--- src/rtl/decode_stage.sv ---
// RV32 decode stage: registers IF/ID into an ID/EX bundle, holds the 2R1W register file,
// handles the stall handshake, flush and load-use bubbles. Define ID_BYPASS_EN for regfile write-through.
module decode_stage #(
  parameter int XLEN  = 32,
  parameter int NREGS = 32,
  parameter int RAW   = $clog2(NREGS)
) (
  input  logic            clk,
  input  logic            reset,
  input  logic            if_id_valid,
  input  logic [31:0]     if_id_ir,
  input  logic [XLEN-1:0] if_id_npc,
  output logic            id_ready,
  input  logic            flush,
  input  logic            ex_ready,
  input  logic            wb_we,
  input  logic [4:0]      wb_rd,
  input  logic [XLEN-1:0] wb_data,
  output logic            id_ex_valid,
  output logic [XLEN-1:0] id_ex_npc,
  output logic [31:0]     id_ex_ir,
  output logic [XLEN-1:0] id_ex_rs1_val,
  output logic [XLEN-1:0] id_ex_rs2_val,
  output logic [XLEN-1:0] id_ex_imm,
  output logic [4:0]      id_ex_rd,
  output logic [2:0]      id_ex_fmt
);

  localparam logic [2:0] FMT_R   = 3'd0;
  localparam logic [2:0] FMT_I   = 3'd1;
  localparam logic [2:0] FMT_S   = 3'd2;
  localparam logic [2:0] FMT_B   = 3'd3;
  localparam logic [2:0] FMT_U   = 3'd4;
  localparam logic [2:0] FMT_J   = 3'd5;
  localparam logic [2:0] FMT_ILL = 3'd6;

  logic [XLEN-1:0] regs_reg [NREGS];
  logic [NREGS-1:0] we_vec;
  logic [4:0]       rd_idx [2];

  logic            valid_reg;
  logic [XLEN-1:0] npc_reg, rs1_reg, rs2_reg, imm_reg;
  logic [31:0]     ir_reg;
  logic [4:0]      rd_reg;
  logic [2:0]      fmt_reg;

  logic [2:0]      fmt_next;
  logic [31:0]     imm32_next;
  logic            advance, hazard, load_bundle;

  // Entry 0 never gets a write strobe, so it stays at its reset value of zero.
  genvar gi;
  generate
    for (gi = 0; gi < NREGS; gi++) begin : g_we
      assign we_vec[gi] = (gi != 0) && wb_we && (wb_rd == 5'(gi));
    end
  endgenerate

  always_ff @(posedge clk or negedge reset) begin
    if (!reset) begin
      for (int i = 0; i < NREGS; i++) regs_reg[i] <= '0;
    end else begin
      for (int i = 0; i < NREGS; i++) begin
        if (we_vec[i]) regs_reg[i] <= wb_data;
      end
    end
  end

  assign rd_idx[0] = if_id_ir[19:15];
  assign rd_idx[1] = if_id_ir[24:20];

  generate
    for (gi = 0; gi < 2; gi++) begin : g_rd
      logic [XLEN-1:0] val;
      always_comb begin
        val = '0;
        if (rd_idx[gi] != 5'd0 && {27'd0, rd_idx[gi]} < 32'(NREGS)) begin
`ifdef ID_BYPASS_EN
          if (wb_we && wb_rd == rd_idx[gi]) val = wb_data;
          else val = regs_reg[rd_idx[gi][RAW-1:0]];
`else
          val = regs_reg[rd_idx[gi][RAW-1:0]];
`endif
        end
      end
    end
  endgenerate

  always_comb begin
    fmt_next   = FMT_ILL;
    imm32_next = '0;
    case (if_id_ir[6:0])
      7'b0010011, 7'b0000011, 7'b1100111, 7'b1110011: begin
        fmt_next   = FMT_I;
        imm32_next = {{20{if_id_ir[31]}}, if_id_ir[31:20]};
      end
      7'b0100011: begin
        fmt_next   = FMT_S;
        imm32_next = {{20{if_id_ir[31]}}, if_id_ir[31:25], if_id_ir[11:7]};
      end
      7'b1100011: begin
        fmt_next   = FMT_B;
        imm32_next = {{19{if_id_ir[31]}}, if_id_ir[31], if_id_ir[7],
                      if_id_ir[30:25], if_id_ir[11:8], 1'b0};
      end
      7'b0110111, 7'b0010111: begin
        fmt_next   = FMT_U;
        imm32_next = {if_id_ir[31:12], 12'b0};
      end
      7'b1101111: begin
        fmt_next   = FMT_J;
        imm32_next = {{11{if_id_ir[31]}}, if_id_ir[31], if_id_ir[19:12],
                      if_id_ir[20], if_id_ir[30:21], 1'b0};
      end
      7'b0110011: fmt_next = FMT_R;
      default:    fmt_next = FMT_ILL;
    endcase
  end

  // A load in ID/EX whose rd feeds the incoming instruction costs exactly one bubble.
  assign advance     = ex_ready | ~valid_reg;
  assign hazard      = valid_reg && (ir_reg[6:0] == 7'b0000011) && (rd_reg != 5'd0) &&
                       ((rd_reg == rd_idx[0]) || (rd_reg == rd_idx[1])) && if_id_valid;
  assign id_ready    = flush | (advance & ~hazard);
  assign load_bundle = advance & if_id_valid & ~hazard;

  always_ff @(posedge clk or negedge reset) begin
    if (!reset) begin
      valid_reg <= 1'b0;
      npc_reg   <= '0;
      ir_reg    <= '0;
      rs1_reg   <= '0;
      rs2_reg   <= '0;
      imm_reg   <= '0;
      rd_reg    <= '0;
      fmt_reg   <= '0;
    end else if (flush) begin
      valid_reg <= 1'b0;
    end else if (load_bundle) begin
      valid_reg <= 1'b1;
      npc_reg   <= if_id_npc;
      ir_reg    <= if_id_ir;
      rs1_reg   <= g_rd[0].val;
      rs2_reg   <= g_rd[1].val;
      imm_reg   <= XLEN'(signed'(imm32_next));
      rd_reg    <= if_id_ir[11:7];
      fmt_reg   <= fmt_next;
    end else if (advance) begin
      valid_reg <= 1'b0;
    end
  end

  assign id_ex_valid   = valid_reg;
  assign id_ex_npc     = npc_reg;
  assign id_ex_ir      = ir_reg;
  assign id_ex_rs1_val = rs1_reg;
  assign id_ex_rs2_val = rs2_reg;
  assign id_ex_imm     = imm_reg;
  assign id_ex_rd      = rd_reg;
  assign id_ex_fmt     = fmt_reg;

endmodule

--- config.mk ---
export PLATFORM = sky130hd
export DESIGN_NAME = decode_stage
export DESIGN_NICKNAME = d
export VERILOG_FILES = /design/src/rtl/decode_stage.sv
export SDC_FILE = /design/constraint.sdc
export NUM_CORES = 2
export LEC_CHECK = 0
export ABC_CLOCK_PERIOD_IN_PS = 6100
export CAP_MARGIN = 0
export CORE_ASPECT_RATIO = 0.9
export CORE_UTILIZATION = 50
export CTS_BUF_LIST = sky130_fd_sc_hd__clkbuf_16
export DETAILED_ROUTE_END_ITERATION = 7
export PLACE_DENSITY = 0.78
export RECOVER_POWER = 25
export SLEW_MARGIN = 20
export SYNTH_ARGS = -nofsm -noshare
export SYNTH_HDL_FRONTEND = slang
export SYNTH_SLANG_ARGS = --single-unit
--- constraint.sdc ---
create_clock -name clk -period 6.1 [get_ports clk]
set_input_delay 1.22 -clock clk [delete_from_list [all_inputs] [get_ports clk]]
set_output_delay 1.22 -clock clk [all_outputs]
set_load 0.05 [all_outputs]
---- Word-level counts from Yosys, hierarchy flattened ----
Cells that the tools add are included.
word-level totals
  bits of input ports ..................... 107
  output and inout port bits .............. 170
  word-level logic and storage cells ...... 151
  flip-flop bits (word level) ............. 1,161
operators by class
  mux-type cells .......................... 13
  bitwise logic cells ..................... 10
  $lt $le $gt $ge ......................... 2
  reduce and logical (&&, ||, !) cells .... 43
  eq/ne operators ......................... 44
operators with widths
  cell                                                      number
  binary-select mux 32 bit (select 5 bit)                   2
  two-way mux 32 bit                                        6
  one-hot mux 32 bit (5 select lines)                       1
  equality test 5 bit, second input constant                16
  equality test 5 x 4 -> 1 bit, second input constant       8
  logical AND 1 bit                                         35
  equality test 7 bit, second input constant                4
  equality test 7 x 6 -> 1 bit, second input constant       3
  equality test 5 x 3 -> 1 bit, second input constant       4
  one-hot mux 3 bit (6 select lines)                        1
  nonzero test 5 bit                                        3
  equality test 7 x 2 -> 1 bit, second input constant       2
  equality test 7 x 5 -> 1 bit, second input constant       2
  greater-or-equal comparator 6 bit, second input constant  2
  NOT 5 -> 6 bit                                            2
  equality test 5 x 2 -> 1 bit, second input constant       2
  equality test 5 bit                                       2
  equality test 5 x 1 -> 1 bit, second input constant       1
  OR reduction 4 bit                                        1
  AND 1 bit                                                 3
  two-way mux 1 bit                                         3
  NOT 1 bit                                                 3
  nonzero test 3 bit                                        1
  OR 1 bit                                                  2
  3 further kinds                                           3

---- Depth between registers and ports, before layout ----
  depth after elaboration ................. 9
  depth in mapped cells ................... 10
  gate-level depth less buffers ........... 6

---- Worst setup path after synthesis ----
OpenSTA, ideal clock, no wires.
  path kind ............................... input-to-output
  start ................................... in if_id_ir[17]
  end ..................................... out id_ready
  path slack .............................. 2,661 ps
  stages .................................. 6
  path buffers ............................ 1
  data required time ...................... 4,880 ps
  arrival ................................. 2,219 ps
  path through ............................ buf_2 > xnor2_1 > nand3_1 > o22ai_1 > nand2_1 > a21o_1
on the way
  word-level cells in the longest chain between the ends .. 7
ends and longest elaborated chain
  element              RTL line  text
  start: declaration   11        input logic [31:0] if_id_ir,
  equality test 5 bit  123       ((rd_reg == rd_idx[0]) || (rd_reg == rd_idx[1])) && if_id_valid;
  logical OR 1 bit     123
  logical AND 1 bit    122       assign hazard = valid_reg && (ir_reg[6:0] == 7'b0000011) && (rd_reg != 5'd0) &&
  logical AND 1 bit    123
  NOT 1 bit            124       assign id_ready = flush | (advance & ~hazard);
  AND 1 bit            124
  OR 1 bit             124
  end: declaration     13        output logic id_ready,
No other way between the ends.

---- Worst setup path in the final report ----
Same ends and word-level chain as after synthesis.

==> summary.md <==
| Metric | Value |
|---|---|
| Cell area after synthesis | `59500 sq um` |
| Cts hold-fix bufs | `0` |
| Fmax | `223 MHz` |
| Most common cell after layout, fill and taps aside | `dfrtp_1` |
| RSZ-0062 raised after global routing | `false` |
| Mapped Nets | `4137` |
| Final Max Tran Viols | `621` |
| Main synth FF type | `dfrtp_1` |
| Area Growth Syn to Fin | `12.7%` |
| Final period util | `73.5%` |
| Routed WL | `172000 um` |
| Flip-flop and latch count after synthesis | `1156` |
| Final TNS setup | `0 ns` |
| Max-Cap Viols | `8` |
| Gate Count Post-Synth | `4030` |
| Final hold vios | `0` |
| Clock Tree Buf Depth | `3` |
| Max stage delay cell, worst path | `clkdlybuf4s50_1` |
| Via density | `6.72` |
| Vert. Die Dim | `329 um` |
| Largest net degree at the start of global routing | `168` |
| Power density over the cells | `336 nW/um^2` |
| Post-cts resize count | `0` |
| Initial antenna violation count | `9` |
| Sequential fraction of the synthesis area | `48.6%` |
| Failing checks | `capacitance limit, slew limit` |
| Port buffer count | `276` |
| Worst Path Required | `4.88 ns` |
| Placed Instances | `5538` |
| Drc violations | `0` |
| Min-delay worst type | `in2async` |
| Count of flip-flops with a built-in enable after synthesis | `0` |
| Fin crit period | `4.48 ns` |
| Average cell area after synthesis | `14.8 sq um` |
| CP top delay family | `buffers and inverters` |
| Vias | `38700` |
| DP HPWL | `101000 um` |
| Core area | `117000 sq um` |
| Distinct cells, synth | `53` |
| Crit path launch type | `primary input` |
| CTS Sinks | `1156` |
| GPL Wtd Cong | `0.838` |
| CTS Buf Count | `115` |
| Htree depth | `3` |
| First-pass GRT wire length | `258000 um` |
| Share of cells above drive strength 1 | `43.6%` |
| CTS tree | `built` |
| Setup Viol. Count Final | `0` |
| Vias in the first global route | `39300` |
| FP Rows | `119` |
| Worst slew pin tran | `3.36 ns` |
| Worst slew margin relative to its limit | `-124%` |
| Ys async rst share | `100%` |
| Most frequent cells in the layout | `dfrtp_1, mux2_2, mux4_2` |
| Cell Area, Placed | `63500 sq um` |
| Max Clock Skew | `0.0368 ns` |
| Crit path largest cell delay | `0.81 ns` |
| Starting Density | `50.7%` |
| All-Layer GR Usage | `28.7%` |
| Crit path cell chain | `clkdlybuf4s50_1 -> xnor2_1 -> nand3_1 -> o22ai_1 -> nand2_1 -> a21o_1 -> buf_4` |
| Crit path max fanout | `9` |
| Clock root buffer | `clkbuf_16` |
| Crit path buf inv count | `2` |
| Die W | `366 um` |
| Leak pwr | `0.0290 uW` |
| Congestion Overflow GR | `0` |
| Kind of critical path | `in2out` |
| Clk_lat worst skew | `0.75 ns` |
| Clk slew on worst S/H paths | `0.06 ns` |
| Synth warn | `0` |
| Nets | `4190` |
| Final non-filler cell area | `67100 sq um` |
| # IOs | `277` |
| Die area | `120000 sq um` |
| Max FFs per register | `992` |
| Outcome | `finished with violations` |
| Pre-CTS setup slack | `1.64 ns` |
| Setup Fix Bufs, Post-CTS | `0` |
| Starting DRT DRC Count | `4263` |
| Slack of the critical path | `1.62 ns` |
| Worst VDD drop | `0.295 mV` |
| DR pass1 iterations | `8` |
| Post-DR wirelength/cell | `29.8 um` |
| Layout Cells excl Fill | `5751` |
| Data arrival time at the worst-slack endpoint | `3.26 ns` |
| Routed Antenna Nets | `0` |
| Setup crit end kind | `output pin` |
[logic make-up (layout without fill, tap and decap cells)]
| family | after synthesis | after routing | synth area share (%) |
|---|---|---|---|
| multiplexers | 1693 | 1693 | 40.8 |
| flip-flops | 1156 | 1156 | 48.6 |
| buffers and inverters | 437 | 583 | 3.25 |
| AND/OR/NAND/NOR | 427 | 427 | 3.13 |
| AO/OA/AOI/OAI | 306 | 306 | 4.02 |
| XOR/XNOR | 11 | 11 | 0.162 |
| other | 0 | 2 | 0 |
[where the power goes]
part	switching, uW	internal, uW	leakage (uW)
clock network	3150	3940	0.00189
registers	1130	9120	0.0148
logic	2370	2830	0.0123
total	6650	15900	0.0290
[layer usage]
metal | share of wire, % | global-route usage [%] | up-vias
li1 | - | - | 15500
met1 | 41 | 40.3 | 20700
met5 | 0.054 | 0 | -
met4 | 3.4 | 9.96 | 14
met2 | 45 | 42.4 | 2067
met3 | 11 | 8.72 | 396
[cells in the mapped netlist, types with 3 or more instances]
library cell | number | area share [%]
nand4b_1 | 4 | 0.059
xnor2_1 | 10 | 0.15
a21oi_1 | 26 | 0.22
inv_1 | 3 | 0.019
buf_2 | 96 | 0.81
nand2_1 | 246 | 1.6
nor2_1 | 61 | 0.38
clkbuf_1 | 248 | 1.6
mux2_1 | 61 | 1.2
mux2_2 | 1027 | 19
dfrtp_1 | 1156 | 49
a211oi_1 | 33 | 0.42
mux4_2 | 479 | 18
o21ai_1 | 15 | 0.13
a22o_1 | 94 | 1.4
o21ai_0 | 20 | 0.17
nand4_1 | 3 | 0.032
a221oi_1 | 99 | 1.5
nand3_1 | 11 | 0.092
buf_6 | 4 | 0.076
a31oi_1 | 4 | 0.042
buf_4 | 30 | 0.38
or3_1 | 3 | 0.032
mux2i_1 | 126 | 2.1
nor2b_1 | 40 | 0.42
nor3_1 | 38 | 0.32
nor3b_1 | 3 | 0.038
nand2b_1 | 5 | 0.053
and3_1 | 4 | 0.042
buf_1 | 51 | 0.32
buf_8 | 3 | 0.076
[layout make-up]
cell class	instances	area, sq um
diodes	2	5.00
clock buffers	115	2880
clock inverters	95	821
fillers	8982	50400
inverters	5	23.8
multi-input cells	2437	28900
flip-flops and latches	1156	28900
well taps	1573	1970
repair buffers	368	3580
[through the flow]
step	utilization (%)	power [uW]	hold slack, ns
after floorplan	-	13800	0.470
after global placement	54.0	15200	0.450
after detailed placement	54.0	15500	0.456
after CTS	57.2	22600	0.470
after global routing	57.1	23400	0.487
final	57.1	22500	0.452
[path summary, 6_finish.rpt]
path | from | slack [ns] | to | depth (start not counted)
max in group asynchronous | reset | 1.78 | regs_reg[451] | 2
min in group clk | id_ex_imm[5] | 0.46 | id_ex_imm[5] | 2
hold / removal | reset | 0.45 | id_ex_rs1_val[30] | 1
setup / recovery | if_id_ir[17] | 1.62 | id_ready | 7
setup reg to reg | id_ex_ir[7] | 2.70 | id_ex_rs2_val[22] | 6
hold reg to reg | id_ex_imm[5] | 0.46 | id_ex_imm[5] | 2
(Power assumes the default switching activity.)
